===== config.mk =====
export PLATFORM = sky130hd
export DESIGN_NAME = seq1000_detector
export DESIGN_NICKNAME = d
export VERILOG_FILES = /design/src/rtl/seq1000_detector.sv
export SDC_FILE = /design/constraint.sdc
export NUM_CORES = 1
export LEC_CHECK = 0
export CORE_AREA = 2 2 39 41
export CTS_BUF_LIST = sky130_fd_sc_hd__clkbuf_16
export DETAILED_ROUTE_END_ITERATION = 8
export DIE_AREA = 0 0 41 43
export GPL_TIMING_DRIVEN = 1
export SYNTH_ARGS = -nofsm -noshare
export SYNTH_HDL_FRONTEND = slang
export SYNTH_SLANG_ARGS = --single-unit

===== constraint.sdc =====
create_clock -name clock -period 1 [get_ports clock]
set_input_delay 0.2 -clock clock [delete_from_list [all_inputs] [get_ports clock]]
set_output_delay 0.2 -clock clock [all_outputs]
set_load 0.005 [all_outputs]

===== src/rtl/seq1000_detector.sv =====
// seq1000_detector
// Moore serial sequence detector. Samples `in` on every rising edge of
// `clock` and raises `out` for exactly one cycle once the bit pattern
// 1,0,0,0 (oldest first) has been received. Overlapping matches restart
// on a fresh 1; a run of zeros never re-triggers the flag.
//
// Interface timing: no handshake. `in` is a plain synchronous level sampled
// every cycle, and `out` is a registered level that is valid for the whole
// cycle following the edge that sampled the final 0.
//
// `dbg_state` mirrors the registered FSM state so that checkers can observe
// the state without reaching into the hierarchy.

module seq1000_detector (
  input  logic       clock,
  input  logic       reset,     // asynchronous, active-low
  input  logic       in,
  output logic       out,
  output logic [2:0] dbg_state
);

  typedef enum logic [2:0] {
    IDLE = 3'd0,  // no useful history
    S1   = 3'd1,  // last bit was 1
    S10  = 3'd2,  // seen 1,0
    S100 = 3'd3,  // seen 1,0,0
    DET  = 3'd4   // seen 1,0,0,0
  } state_e;

  state_e state_q, state_d;
  logic   out_q, out_d;

  // Next-state logic; unreachable encodings fall back to IDLE.
  always_comb begin
    state_d = IDLE;
    case (state_q)
      IDLE:    state_d = in ? S1 : IDLE;
      S1:      state_d = in ? S1 : S10;
      S10:     state_d = in ? S1 : S100;
      S100:    state_d = in ? S1 : DET;
      DET:     state_d = in ? S1 : IDLE;
      default: state_d = IDLE;
    endcase
    // Registered alongside the state so the flag is glitch-free and
    // has no combinational path from `in`.
    out_d = (state_d == DET);
  end

  // State and output registers with asynchronous clear.
  always_ff @(posedge clock or negedge reset) begin
    if (!reset) begin
      state_q <= IDLE;
      out_q   <= 1'b0;
    end else begin
      state_q <= state_d;
      out_q   <= out_d;
    end
  end

  assign out       = out_q;
  assign dbg_state = state_q;

endmodule


==> impl_metrics.json <==
{
  "switching_share_pct": 21.4,
  "final_nets": 31,
  "cts_buffers": 3,
  "rows": 14,
  "max-slew-margin-rel_pct": 86.7,
  "regArea_sq_um": 100,
  "cts_sinks": 4,
  "cts_tree": "done",
  "worstPathMaxFanout": 1,
  "slew_viol_final": 0,
  "netlist_instances": 14,
  "endpoint": "out",
  "syn_avg_cell_area_sq_um": 11.0,
  "grt_setup_unrepaired": "false",
  "grt_pass1_wl_um": 503,
  "ant_nets": 0,
  "critical_path_depth": 1,
  "power.switching_w": 0.000226,
  "die_h_um": 43,
  "ioPinCount": 7,
  "antenna_found_initial": 0,
  "finalHoldViolCount": 0,
  "ir_drop_mv": 0.893,
  "crit_slowest_cell": "dfrtp_1",
  "ys_warn_count": 0,
  "cpPeakStageDelay_ns": 0.34,
  "gr-usage-all-layers_pct": 5.73,
  "final_layout_size_suffix_gt1_share_pct": 38.5,
  "via_per_inst": 3.40,
  "fmaxAchievable_mhz": 1040,
  "synth.distinct_cells": 9,
  "cp-start-kind": "register",
  "worst_r2r_startpoint": "dbg_state[0]",
  "overflow": 0,
  "synth_seq_cells": 4,
  "setup_viol": 0,
  "drc": 0,
  "antenna_cells": 0,
  "outcome": "completed",
  "design.core.area_sq_um": 1380,
  "area_delta_synth_final_pct": 106,
  "worst_pin_slew_ns": 0.199,
  "die_w_um": 41,
  "dpl.hpwl_um": 252,
  "mappedNetlistNets": 17,
  "post-route-util_pct": 22.9,
  "htreeDepth": 1,
  "gp_congestion": 0.529,
  "total_power_w": 0.00105,
  "internal_power_w": 0.000829,
  "r2r_cells": 3,
  "critPathKind": "register to output port",
  "via_count": 143,
  "num-fill-cells": 153,
  "syn_area_sq_um": 154,
  "hold_class": "input pin to async pin",
  "dr.pass1.iters": 2,
  "leakagePower_nw": 0.150,
  "grt_pass1_vias": 135,
  "crit_buf_inv": 1,
  "wl_per_cell_um": 8.52,
  "clkPwrFrac_pct": 58.9,
  "start_util_pct": 11.1,
  "path_cells": "clkdlybuf4s15_1",
  "fin_ws_ns": 0.0399,
  "hold_ws_ns": 0.182,
  "worstPathRequired_ns": 0.80,
  "crit_family": "flip-flops",
  "min_period_over_period_pct": 96.0,
  "timing.rr.end": "dbg_state[1]",
  "totalWireLength_um": 358,
  "seq_area_frac_synth_pct": 65.0,
  "startpoint": "out",
  "pwr-share-comb_pct": 20.2,
  "cellPowerDensity_nw_per_um2": 3330,
  "hold_buffers": 0,
  "drv_cap": 0,
  "crit_path_end_kind": "output port",
  "seqPwrFrac_pct": 20.8,
  "rrSetupSlack_ns": 0.14,
  "arrival_ns": 0.76,
  "numPortBuffers": 6,
  "insertion_delay_ns": 0.22,
  "multi_input_area_sq_um": 50.0,
  "design.die.area_sq_um": 1760,
  "cts_buffer_depth": 2,
  "drtIter0Drc": 1,
  "tns_ns": 0,
  "clkTransAtPathRegs_ns": 0.03,
  "cts-root-buf": "clkbuf_16",
  "period_minus_slack_ns": 0.960,
  "place_ws_ns": -0.0523,
  "finalClockSkew_ns": 0.00129,
  "grt_max_degree": 6,
  "postCtsSetupBuffers": 0
}
==> cell type report <==
cell class	instances	share of cell area (%)
inverter	1	1.19
tap	16	6.32
clock buffer	3	23.7
sequential	4	31.6
timing repair buffer	9	21.3
multi-input combinational	9	15.8
==> cell usage after synthesis (all sizes together) <==
library cell | instances | share of area (%)
dfrtp | 4 | 65
nor3 | 3 | 13
nand2 | 2 | 4.9
a21oi | 1 | 3.2
inv | 1 | 2.4
nor2 | 1 | 2.4
o21ai | 1 | 3.2
xnor2 | 1 | 5.7
==> layout by cell type, fill, tap and decap left out <==
cell,n
a21oi_1,1
buf_4,3
clkbuf_16,3
clkbuf_2,3
clkdlybuf4s15_1,1
clkdlybuf4s50_1,2
dfrtp_1,4
inv_1,1
nand2_1,2
nor2_1,1
nor3_1,2
nor3_2,1
o21ai_0,1
xnor2_1,1
==> worst min path at each step <==
stage,start,to,cells past startpoint
2_1_floorplan,reset,dbg_state[0],0
3_3_place_gp,reset,dbg_state[1],1
3_5_place_dp,reset,dbg_state[2],1
4_1_cts,reset,dbg_state[2],1
5_1_grt,reset,dbg_state[0],1
6_report,reset,dbg_state[2],1
==> what timing repair did <==
item | 4_1_cts | 5_1_grt
resized for setup | 8 | 3
pin swaps | 0 | 0
setup endpoints to repair | 4 | 3
==> power by group through the flow <==
| stage | clock network [W] | logic, W | registers (W) |
|---|---|---|---|
| finish | 0.000621 | 0.000213 | 0.000220 |
| CTS | 0.000630 | 0.000233 | 0.000221 |
| floorplan | 0 | 0.0000678 | 0.000250 |
| global route | 0.000641 | 0.000236 | 0.000225 |
| detailed placement | 0 | 0.000251 | 0.000222 |
| global placement | 0 | 0.000245 | 0.000221 |
==> cell families after synthesis <==
group | Yosys count | share of synthesized area [%]
xor gates and xnor gates | 1 | 5.69
DFF | 4 | 65.0
buffers and inverters | 1 | 2.44
and+or+nand+nor | 6 | 20.3
AOI/OAI and AO/OA | 2 | 6.50
==> metrics by stage <==
stage / std cells / area, sq um
floorplan: 14 / 154
global placement: 39 / 256
detailed placement: 39 / 256
CTS: 42 / 332
global route: 42 / 317
finish: 42 / 317
==> per-layer routing <==
metal	GRT usage (%)	up-vias	wire (um)
li1	-	71	-
met1	3.88	60	130
met2	5.63	8	141
met3	3.14	4	46
met4	14.0	0	40
met5	0	-	0
==> flip-flops by register name, indices dropped and copies added (netlist names) <==
signal and count:
dbg_state 3, out 1
(Power assumes the default switching activity.)
